## src/rtl/cpu_req_queue_if.sv

```systemverilog
// CPU request/response handshake plus the cache-side issue bus, bundled so the
// queue, CPU and cache can be wired with a single port.
// master: the request queue; slave: the CPU/cache environment around it.
interface cpu_req_queue_if #(
  parameter int WIDTH_A = 32,
  parameter int WIDTH_D = 32,
  parameter int DEPTH   = 4
);
  localparam int OW = $clog2(DEPTH + 1);

  logic               req_valid;
  logic               req_ready;
  logic               req_write;
  logic [WIDTH_A-1:0] req_addr;
  logic [WIDTH_D-1:0] req_wdata;
  logic               resp_valid;
  logic               resp_ready;
  logic               resp_write;
  logic [WIDTH_D-1:0] resp_rdata;
  logic               resp_err;
  logic [1:0]         cpu_request;
  logic [WIDTH_A-1:0] cpu_addr;
  logic [WIDTH_D-1:0] cpu_wdata;
  logic [WIDTH_D-1:0] cpu_rdata;
  logic               cache_ready;
  logic               cache_complete;
  logic [OW-1:0]      occupancy;

  modport master (
    input  req_valid, req_write, req_addr, req_wdata, resp_ready,
           cpu_rdata, cache_ready, cache_complete,
    output req_ready, resp_valid, resp_write, resp_rdata, resp_err,
           cpu_request, cpu_addr, cpu_wdata, occupancy
  );

  modport slave (
    output req_valid, req_write, req_addr, req_wdata, resp_ready,
           cpu_rdata, cache_ready, cache_complete,
    input  req_ready, resp_valid, resp_write, resp_rdata, resp_err,
           cpu_request, cpu_addr, cpu_wdata, occupancy
  );
endinterface

```

## src/rtl/cpu_req_queue.sv

```systemverilog
// CPU request queue: DEPTH-entry FIFO in front of the cache. Issues the head
// entry, waits for completion, returns in-order responses to the CPU.
// Optional macro CPU_REQ_TIMEOUT_EN: WAIT-state watchdog of TIMEOUT_CYCLES that
// converts a missing cache_complete into an error response.
module cpu_req_queue #(
  parameter int WIDTH_A        = 32,
  parameter int WIDTH_D        = 32,
  parameter int DEPTH          = 4,
  parameter int TIMEOUT_CYCLES = 256
) (
  input logic            clk,
  input logic            reset,
  cpu_req_queue_if.master bus
);
  localparam int PW = $clog2(DEPTH);
  localparam int OW = $clog2(DEPTH + 1);

  typedef enum logic [1:0] {IDLE, ISSUE, WAIT, RESP} state_t;

  typedef struct packed {
    logic               wr;
    logic [WIDTH_A-1:0] addr;
    logic [WIDTH_D-1:0] data;
  } entry_t;

  entry_t        mem [DEPTH];
  state_t        state;
  logic [PW-1:0] wr_ptr, rd_ptr;
  logic [OW-1:0] occ, occ_nxt;
  logic          push, pop;
  entry_t        in_ent, head, nxt_head;

  assign push    = bus.req_valid && bus.req_ready;
  assign pop     = (state == RESP) && bus.resp_valid && bus.resp_ready;
  assign occ_nxt = occ + OW'(push) - OW'(pop);
  assign in_ent  = {bus.req_write, bus.req_addr, bus.req_wdata};
  assign head    = mem[rd_ptr];
  // Entry issued right after a pop: if the queue held only the popped entry,
  // the successor is the one being pushed this cycle and is not in mem yet.
  assign nxt_head = (occ == OW'(1)) ? in_ent : mem[rd_ptr + PW'(1)];
  assign bus.occupancy = occ;

`ifdef CPU_REQ_TIMEOUT_EN
  localparam int CW = $clog2(TIMEOUT_CYCLES + 1);
  logic [CW-1:0] wait_cnt, wait_cnt_nxt;
  assign wait_cnt_nxt = wait_cnt + CW'(1);
`else
  logic unused_timeout_cfg;
  assign unused_timeout_cfg = ^TIMEOUT_CYCLES;
`endif

  // Storage array; contents need no reset since pointers define validity.
  always_ff @(posedge clk) begin
    if (push) mem[wr_ptr] <= in_ent;
  end

  // Pointer/occupancy bookkeeping and the issue/response FSM with registered outputs.
  always_ff @(posedge clk or posedge reset) begin
    if (reset) begin
      state           <= IDLE;
      wr_ptr          <= '0;
      rd_ptr          <= '0;
      occ             <= '0;
      bus.req_ready   <= 1'b1;
      bus.resp_valid  <= 1'b0;
      bus.resp_write  <= 1'b0;
      bus.resp_rdata  <= '0;
      bus.resp_err    <= 1'b0;
      bus.cpu_request <= 2'b00;
      bus.cpu_addr    <= '0;
      bus.cpu_wdata   <= '0;
`ifdef CPU_REQ_TIMEOUT_EN
      wait_cnt        <= '0;
`endif
    end else begin
      occ           <= occ_nxt;
      bus.req_ready <= (occ_nxt != OW'(DEPTH));
      if (push) wr_ptr <= wr_ptr + PW'(1);
      if (pop)  rd_ptr <= rd_ptr + PW'(1);
      case (state)
        IDLE: if (occ != '0) begin
          state           <= ISSUE;
          bus.cpu_request <= {head.wr, !head.wr};
          bus.cpu_addr    <= head.addr;
          bus.cpu_wdata   <= head.data;
        end
        ISSUE: if (bus.cache_ready) begin
          state           <= WAIT;
          bus.cpu_request <= 2'b00;
`ifdef CPU_REQ_TIMEOUT_EN
          wait_cnt        <= '0;
`endif
        end
        WAIT: begin
          if (bus.cache_complete) begin
            state          <= RESP;
            bus.resp_valid <= 1'b1;
            bus.resp_write <= head.wr;
            bus.resp_rdata <= head.wr ? '0 : bus.cpu_rdata;
            bus.resp_err   <= 1'b0;
          end
`ifdef CPU_REQ_TIMEOUT_EN
          else if (wait_cnt_nxt == CW'(TIMEOUT_CYCLES)) begin
            state          <= RESP;
            bus.resp_valid <= 1'b1;
            bus.resp_write <= head.wr;
            bus.resp_rdata <= '0;
            bus.resp_err   <= 1'b1;
          end else begin
            wait_cnt       <= wait_cnt_nxt;
          end
`endif
        end
        RESP: if (bus.resp_ready) begin
          bus.resp_valid <= 1'b0;
          bus.resp_err   <= 1'b0;
          if (occ_nxt != '0) begin
            state           <= ISSUE;
            bus.cpu_request <= {nxt_head.wr, !nxt_head.wr};
            bus.cpu_addr    <= nxt_head.addr;
            bus.cpu_wdata   <= nxt_head.data;
          end else begin
            state           <= IDLE;
          end
        end
        default: state <= IDLE;
      endcase
    end
  end
endmodule
```

## src/flat_wrapper.sv

```systemverilog
// flat-port wrapper written by rule: the top's interface ports become plain ports
module cpu_req_queue_flat 
#(
  parameter int WIDTH_A        = 32,
  parameter int WIDTH_D        = 32,
  parameter int DEPTH          = 4,
  parameter int TIMEOUT_CYCLES = 256
)
  (clk, reset, bus_req_valid, bus_req_write, bus_req_addr, bus_req_wdata, bus_resp_ready, bus_cpu_rdata, bus_cache_ready, bus_cache_complete, bus_req_ready, bus_resp_valid, bus_resp_write, bus_resp_rdata, bus_resp_err, bus_cpu_request, bus_cpu_addr, bus_cpu_wdata, bus_occupancy);
  cpu_req_queue_if #(.WIDTH_A(WIDTH_A), .WIDTH_D(WIDTH_D), .DEPTH(DEPTH)) bus_i ();
  input logic clk;
  input logic reset;
  input wire logic [$bits(bus_i.req_valid)-1:0] bus_req_valid;
  input wire logic [$bits(bus_i.req_write)-1:0] bus_req_write;
  input wire logic [$bits(bus_i.req_addr)-1:0] bus_req_addr;
  input wire logic [$bits(bus_i.req_wdata)-1:0] bus_req_wdata;
  input wire logic [$bits(bus_i.resp_ready)-1:0] bus_resp_ready;
  input wire logic [$bits(bus_i.cpu_rdata)-1:0] bus_cpu_rdata;
  input wire logic [$bits(bus_i.cache_ready)-1:0] bus_cache_ready;
  input wire logic [$bits(bus_i.cache_complete)-1:0] bus_cache_complete;
  output wire logic [$bits(bus_i.req_ready)-1:0] bus_req_ready;
  output wire logic [$bits(bus_i.resp_valid)-1:0] bus_resp_valid;
  output wire logic [$bits(bus_i.resp_write)-1:0] bus_resp_write;
  output wire logic [$bits(bus_i.resp_rdata)-1:0] bus_resp_rdata;
  output wire logic [$bits(bus_i.resp_err)-1:0] bus_resp_err;
  output wire logic [$bits(bus_i.cpu_request)-1:0] bus_cpu_request;
  output wire logic [$bits(bus_i.cpu_addr)-1:0] bus_cpu_addr;
  output wire logic [$bits(bus_i.cpu_wdata)-1:0] bus_cpu_wdata;
  output wire logic [$bits(bus_i.occupancy)-1:0] bus_occupancy;
  assign bus_i.req_valid = bus_req_valid;
  assign bus_i.req_write = bus_req_write;
  assign bus_i.req_addr = bus_req_addr;
  assign bus_i.req_wdata = bus_req_wdata;
  assign bus_i.resp_ready = bus_resp_ready;
  assign bus_i.cpu_rdata = bus_cpu_rdata;
  assign bus_i.cache_ready = bus_cache_ready;
  assign bus_i.cache_complete = bus_cache_complete;
  assign bus_req_ready = bus_i.req_ready;
  assign bus_resp_valid = bus_i.resp_valid;
  assign bus_resp_write = bus_i.resp_write;
  assign bus_resp_rdata = bus_i.resp_rdata;
  assign bus_resp_err = bus_i.resp_err;
  assign bus_cpu_request = bus_i.cpu_request;
  assign bus_cpu_addr = bus_i.cpu_addr;
  assign bus_cpu_wdata = bus_i.cpu_wdata;
  assign bus_occupancy = bus_i.occupancy;
  cpu_req_queue #(.WIDTH_A(WIDTH_A), .WIDTH_D(WIDTH_D), .DEPTH(DEPTH), .TIMEOUT_CYCLES(TIMEOUT_CYCLES)) u_core (.clk(clk), .reset(reset), .bus(bus_i));
endmodule
```

## config.mk

```make
export PLATFORM = sky130hd
export DESIGN_NAME = cpu_req_queue_flat
export DESIGN_NICKNAME = d
export VERILOG_FILES = /design/src/rtl/cpu_req_queue_if.sv /design/src/rtl/cpu_req_queue.sv /design/src/flat_wrapper.sv
export SDC_FILE = /design/constraint.sdc
export NUM_CORES = 1
export LEC_CHECK = 0
export CORE_MARGIN = 4
export CORE_UTILIZATION = 56
export DETAILED_ROUTE_END_ITERATION = 7
export HOLD_SLACK_MARGIN = 0.02
export PLACE_DENSITY_LB_ADDON = 0.15
export SYNTH_ARGS = -nofsm -noshare
export SYNTH_HDL_FRONTEND = slang
export SYNTH_SLANG_ARGS = --single-unit
export TNS_END_PERCENT = 5
```

## constraint.sdc

```tcl
create_clock -name clk -period 4.9 [get_ports clk]
set_input_delay 1.225 -clock clk [delete_from_list [all_inputs] [get_ports clk]]
set_output_delay 1.225 -clock clk [all_outputs]
set_load 0.005 [all_outputs]
```

## Yosys cells after proc, flatten, opt, wreduce, memory -nomap -nowiden

Memory sizes are Yosys's and may differ from the RTL's.
Cells that the tools add are included.

| storage, ports and cells | value |
|---|---|
| input bits | 103 |
| bits in registers | 111 |
| bits in writable memories | 260 |
| memories kept | 1 |
| output and inout bits | 105 |

Memories:

| memory | depth | width | rd ports | clocked after memory_dff | wr ports | line | source |
|---|---|---|---|---|---|---|---|
| u_core.mem | 4 | 65 | 2 | 0 | 1 | cpu_req_queue.sv:26 | `entry_t mem [DEPTH];` |

| operators by class | value |
|---|---|
| muxes and demuxes | 28 |
| reductions and logical operators | 16 |
| equal/unequal tests | 10 |
| add/sub/neg operators | 4 |

Operators with widths:

| operator | number |
|---|---|
| two-way mux 32 bit | 7 |
| one-hot mux 32 bit (2 select lines) | 2 |
| two-way mux 65 bit | 1 |
| two-way mux 2 bit | 8 |
| nonzero test 3 bit | 3 |
| inequality test 2 bit, second input constant | 4 |
| one-hot mux 2 bit (4 select lines) | 1 |
| AND reduction 4 bit | 2 |
| two-way mux 1 bit | 6 |
| one-hot mux 2 bit (3 select lines) | 1 |
| AND reduction 5 bit | 1 |
| adder 2 x 1 -> 2 bit, second input constant | 2 |
| == test 2 bit, second input constant | 2 |
| one-hot mux 1 bit (2 select lines) | 2 |
| nonzero test 2 bit | 2 |
| adder 3 x 1 -> 3 bit | 1 |
| == test 3 x 1 -> 1 bit, second input constant | 1 |
| logical AND 1 bit | 3 |
| inequality test 3 bit, second input constant | 1 |
| AND reduction 3 bit | 1 |
| subtractor 3 x 1 -> 3 bit | 1 |
| == test 2 x 1 -> 1 bit, second input constant | 1 |
| zero test 1 bit | 2 |
| zero test 2 bit | 1 |
| 2 further kinds | 2 |

## Longest topological paths before layout

| depth | value |
|---|---|
| depth after elaboration | 8 |
| gate-level depth with buffers | 13 |
| depth with buffers taken out | 10 |

## Least setup slack after synthesis

Ideal clock, no wire load.

| timing path | value |
|---|---|
| path kind | input to register |
| from | input port bus_resp_ready |
| to | register u_core.bus.cpu_addr[0] in the netlist's numbering |
| slack | 1370 ps |
| data required time | 4821 ps |
| setup time | 79 ps |
| data arrival time | 3450 ps |
| stages on the path | 11 |
| path through | and3_1 ha_1 inv_1 ha_1 fa_1 xor3_1 nand2_1 a21oi_1 buf_2 buf_4 mux2i_1 |

| between the ends | value |
|---|---|
| word-level cells in the longest chain between the ends | 5 |

Ends and longest elaborated chain:

| element | line | source |
|---|---|---|
| start, declared | flat_wrapper.sv:17 | `input wire logic [$bits(bus_i.resp_ready)-1:0] bus_resp_ready;` |
| logical AND 1 bit | cpu_req_queue.sv:34 | `assign pop = (state == RESP) && bus.resp_valid && bus.resp_ready;` |
| subtractor 3 x 1 -> 3 bit | cpu_req_queue.sv:35 | `assign occ_nxt = occ + OW'(push) - OW'(pop);` |
| nonzero test 3 bit | cpu_req_queue.sv:117 | `if (occ_nxt != '0) begin` |
| inequality test 2 bit (no line) | -- |  |
| AND reduction 4 bit (no line) * | -- |  |
| end signal, assigned | cpu_req_queue.sv:84 | `bus.cpu_addr <= head.addr;` |
| end signal, assigned | cpu_req_queue.sv:120 | `bus.cpu_addr <= nxt_head.addr;` |
| end, declared | cpu_req_queue_if.sv:33 | `cpu_request, cpu_addr, cpu_wdata, occupancy` |

Every way passes the cells marked *; elsewhere a longest branch is shown, timed or not.
A chain may end at the register's enable or synchronous reset.

## Worst setup path in the final report

| timing path | value |
|---|---|
| from | input port bus_resp_ready |
| to | register u_core.bus.cpu_wdata[17] in the netlist's numbering |

| between the ends | value |
|---|---|
| word-level cells in the longest chain between the ends | 5 |

Ends and longest elaborated chain:

| element | line | source |
|---|---|---|
| logical AND 1 bit | cpu_req_queue.sv:34 |  |
| via u_core.pop | cpu_req_queue.sv:30 | `logic push, pop;` |
| subtractor 3 x 1 -> 3 bit | cpu_req_queue.sv:35 |  |
| nonzero test 3 bit | cpu_req_queue.sv:117 |  |
| inequality test 2 bit (no line) | -- |  |
| AND reduction 4 bit (no line) | -- |  |
| end signal, assigned | cpu_req_queue.sv:85 | `bus.cpu_wdata <= head.data;` |
| end signal, assigned | cpu_req_queue.sv:121 | `bus.cpu_wdata <= nxt_head.data;` |
| end, declared | cpu_req_queue_if.sv:33 |  |

The timed path passes the listed nets, and every way through them passes these cells.

==> metrics.yaml <==
outcome:
  status: "finished, final reports clean"
timing:
  setup_viol: 0
  fmax_mhz: 273
  period_share_pct: 74.8
  slew_headroom_pct: 20.7
  fin_crit_ps: 3670
  setup-tns-final_ps: 0
  finClkSkew_ps: 16.9
  tightest_slew_ps: 1190
  whs_ps: 478
  finalHoldViolCount: 0
  rsz0062_at_grt: "false"
  slew_viol_final: 0
cells_and_area:
  drive_gt1_share_pct: 7.10
  seq_area_um2: 10600
  num-nets-final: 1438
  area_growth_pct: 22.4
  fillerInstances: 1997
  multiInputGateArea_um2: 5240
  fin_util_pct: 69.8
synthesis:
  yosys.area.top_type_share_pct: 47.4
  synth_edf_count: 260
  yosysWarnings: 0
  synthesis.nets: 1248
  synthMostInstantiatedCell: "mux2i_1"
  synth_area_um2: 16500
  synthArstFlopShare_pct: 29.7
  yosysUniqueCellTypes: 39
  ys_seq_area_share_pct: 64.2
  synth_area_leaders: "edfxtp_1 47%, mux2i_1 20%, dfrtp_1 17%"
  syn_inst: 1134
  ys.flop_type: "edfxtp_1"
  yosysTopAreaCell: "edfxtp_1"
  synth_commonest_cells: "323 x mux2i_1, 260 x edfxtp_1, 109 x dfrtp_1"
  synth.ff_latch_count: 370
  syn_area_per_cell_um2: 14.5
die:
  row_count: 62
  core_um2: 28900
  die_w_um: 179
  start_util_pct: 57.0
  die_y_um: 179
  io_pins: 208
  die_area_um2: 32200
critical_path:
  start_kind: "input pin"
  critPathCaptureType: "flop"
  reg2reg_slack_ps: 1440
  worstSetupPathType: "in2reg"
  ff2ff_path_depth: 11
  r2r-start: "u_core.state[0]"
  crit_fanout: 29
  r2r-end: "u_core.bus.cpu_wdata[17]"
  critical_path_arrival_ps: 4090
  required_ps: 5330
pwr:
  ir_drop_mv: 0.575
  p_leak_nw: 8.22
  power.density_nw_per_um2: 658
cts:
  cts_sinks: 370
  post_cts_buffers: 0
  cts-hold-fix-buffers: 0
  h-tree-depth: 2
  cts_tree: "yes"
  root_buffer: "clkbuf_16"
  clk_pin_slew_ps: 60
  cts_buffers: 38
  clkLatencyLatePin_ps: 520
  ctsResizeCount: 0
  cts_max_path_buffers: 3
route:
  avgViaCountPerCell: 5.84
  vias: 10200
  drc: 0
  drt-initial-drc-count: 710
  wire_per_inst_um: 20.9
  firstDrtPassIters: 5
  wirelength_um: 36400
  ant_nets: 0
grt:
  grt_overflow_total: 0
  antenna_found_initial: 3
  track_usage_pct: 22.1
  grt_pass1_vias: 10700
  grt_first_pass_wirelength_um: 58200
  grt_max_degree: 118
placed_design:
  place_hpwl_um: 21100
  gp_congestion: 0.773
  port_buffers: 206
min_path:
  hold_start: "u_core.bus.resp_rdata[3]"
  hp-class: "reg2reg"
  holdPathStages: 2
  hold_end: "u_core.bus.resp_rdata[3]"
job:
  maxCapViolations: 0
[cells by family after synthesis]
kind of cell               share of synthesized area, %
and+or+nand+nor                                    2.56
adders and majority gates                         0.882
AOI/OAI and AO/OA                                  7.84
xor gates and xnor gates                          0.304
buffers and inverters                              4.32
DFF                                                64.2
muxes                                              19.9
other                                            0.0228
[sequential cells by signal, indices dropped and copies added, names as in the netlist, 2 cells and up]
name and cells:
u_core.bus.cpu_addr 32, u_core.bus.occupancy 3, u_core.bus.resp_rdata 32, u_core.bus.cpu_request 2, u_core.wr_ptr 2, u_core.rd_ptr 2
u_core.state 2, u_core.bus.cpu_wdata 32, u_core.mem 260
[power by group]
| part | leakage, nW | switching, mW | internal [mW] |
|---|---|---|---|
| Combinational | 3.89 | 2.76 | 2.66 |
| Sequential | 3.69 | 0.583 | 4.30 |
| Clock | 0.634 | 1.16 | 1.79 |
[cell usage in the layout, fill, tap and decap left out, types with 4 or more instances in the layout]
cell	instances
edfxtp_1	260
clkdlybuf4s50_1	206
o21ai_0	37
clkbuf_16	39
mux2i_1	322
clkinv_1	6
buf_12	5
inv_1	76
dfrtp_1	107
o221ai_1	64
a22oi_1	64
clkinv_2	7
nand2_1	76
buf_4	14
ha_1	10
clkbuf_8	5
bufinv_16	5
and3_4	4
clkbuf_1	4
[worst max-delay path, cell delays in order]
cell             delay, ps
clkdlybuf4s50_1        410
and3_1                 190
ha_1                   280
inv_1                   40
ha_1                   190
fa_1                   390
xor3_1                 440
nand2_1                140
a21oi_4                230
buf_12                 280
mux2i_1                260
[worst max path at each step]
stage,from,endpoint,slack [ps],depth (start not counted)
4_1_cts,bus_resp_ready,u_core.bus.cpu_wdata[17],1240,11
3_3_place_gp,bus_resp_ready,u_core.bus.cpu_wdata[23],780,11
6_report,bus_resp_ready,u_core.bus.cpu_wdata[17],1230,11
2_1_floorplan,reset,u_core.bus.cpu_addr[0],770,1
5_1_grt,bus_resp_ready,u_core.bus.cpu_addr[11],1120,11
3_5_place_dp,bus_resp_ready,u_core.bus.cpu_wdata[17],700,11
[per-layer routing]
layer  GRT usage (%)  routed length, um  vias up  part of all wire, %
li1                -                  -     4683                    -
met1            30.3              15900     5115                   44
met2            36.1              17500      317                   48
met3            5.50               2370       43                  6.5
met4            5.39                621        2                  1.7
met5               0                 20        -                0.055
[metrics by stage]
step	power [mW]	instance area [um^2]	instances	setup slack (ps)
after detailed placement	10.4	18900	1668	703
after CTS	13.4	20100	1737	1240
final	13.2	20100	1739	1230
after global routing	14.0	20100	1739	1120
after global placement	10.2	18900	1668	777
after floorplan	8.35	16500	1134	774
[final cells by class]
type                       count  area share, %
antenna                        2         0.0248
clock buffer                  48           5.26
clock inverter                21           1.15
inverter                      77           1.45
multi-input combinational    612           26.0
sequential                   370           52.5
tap                          384           2.38
timing repair buffer         225           11.3
Note: power is estimated with default switching activity, not from simulation.
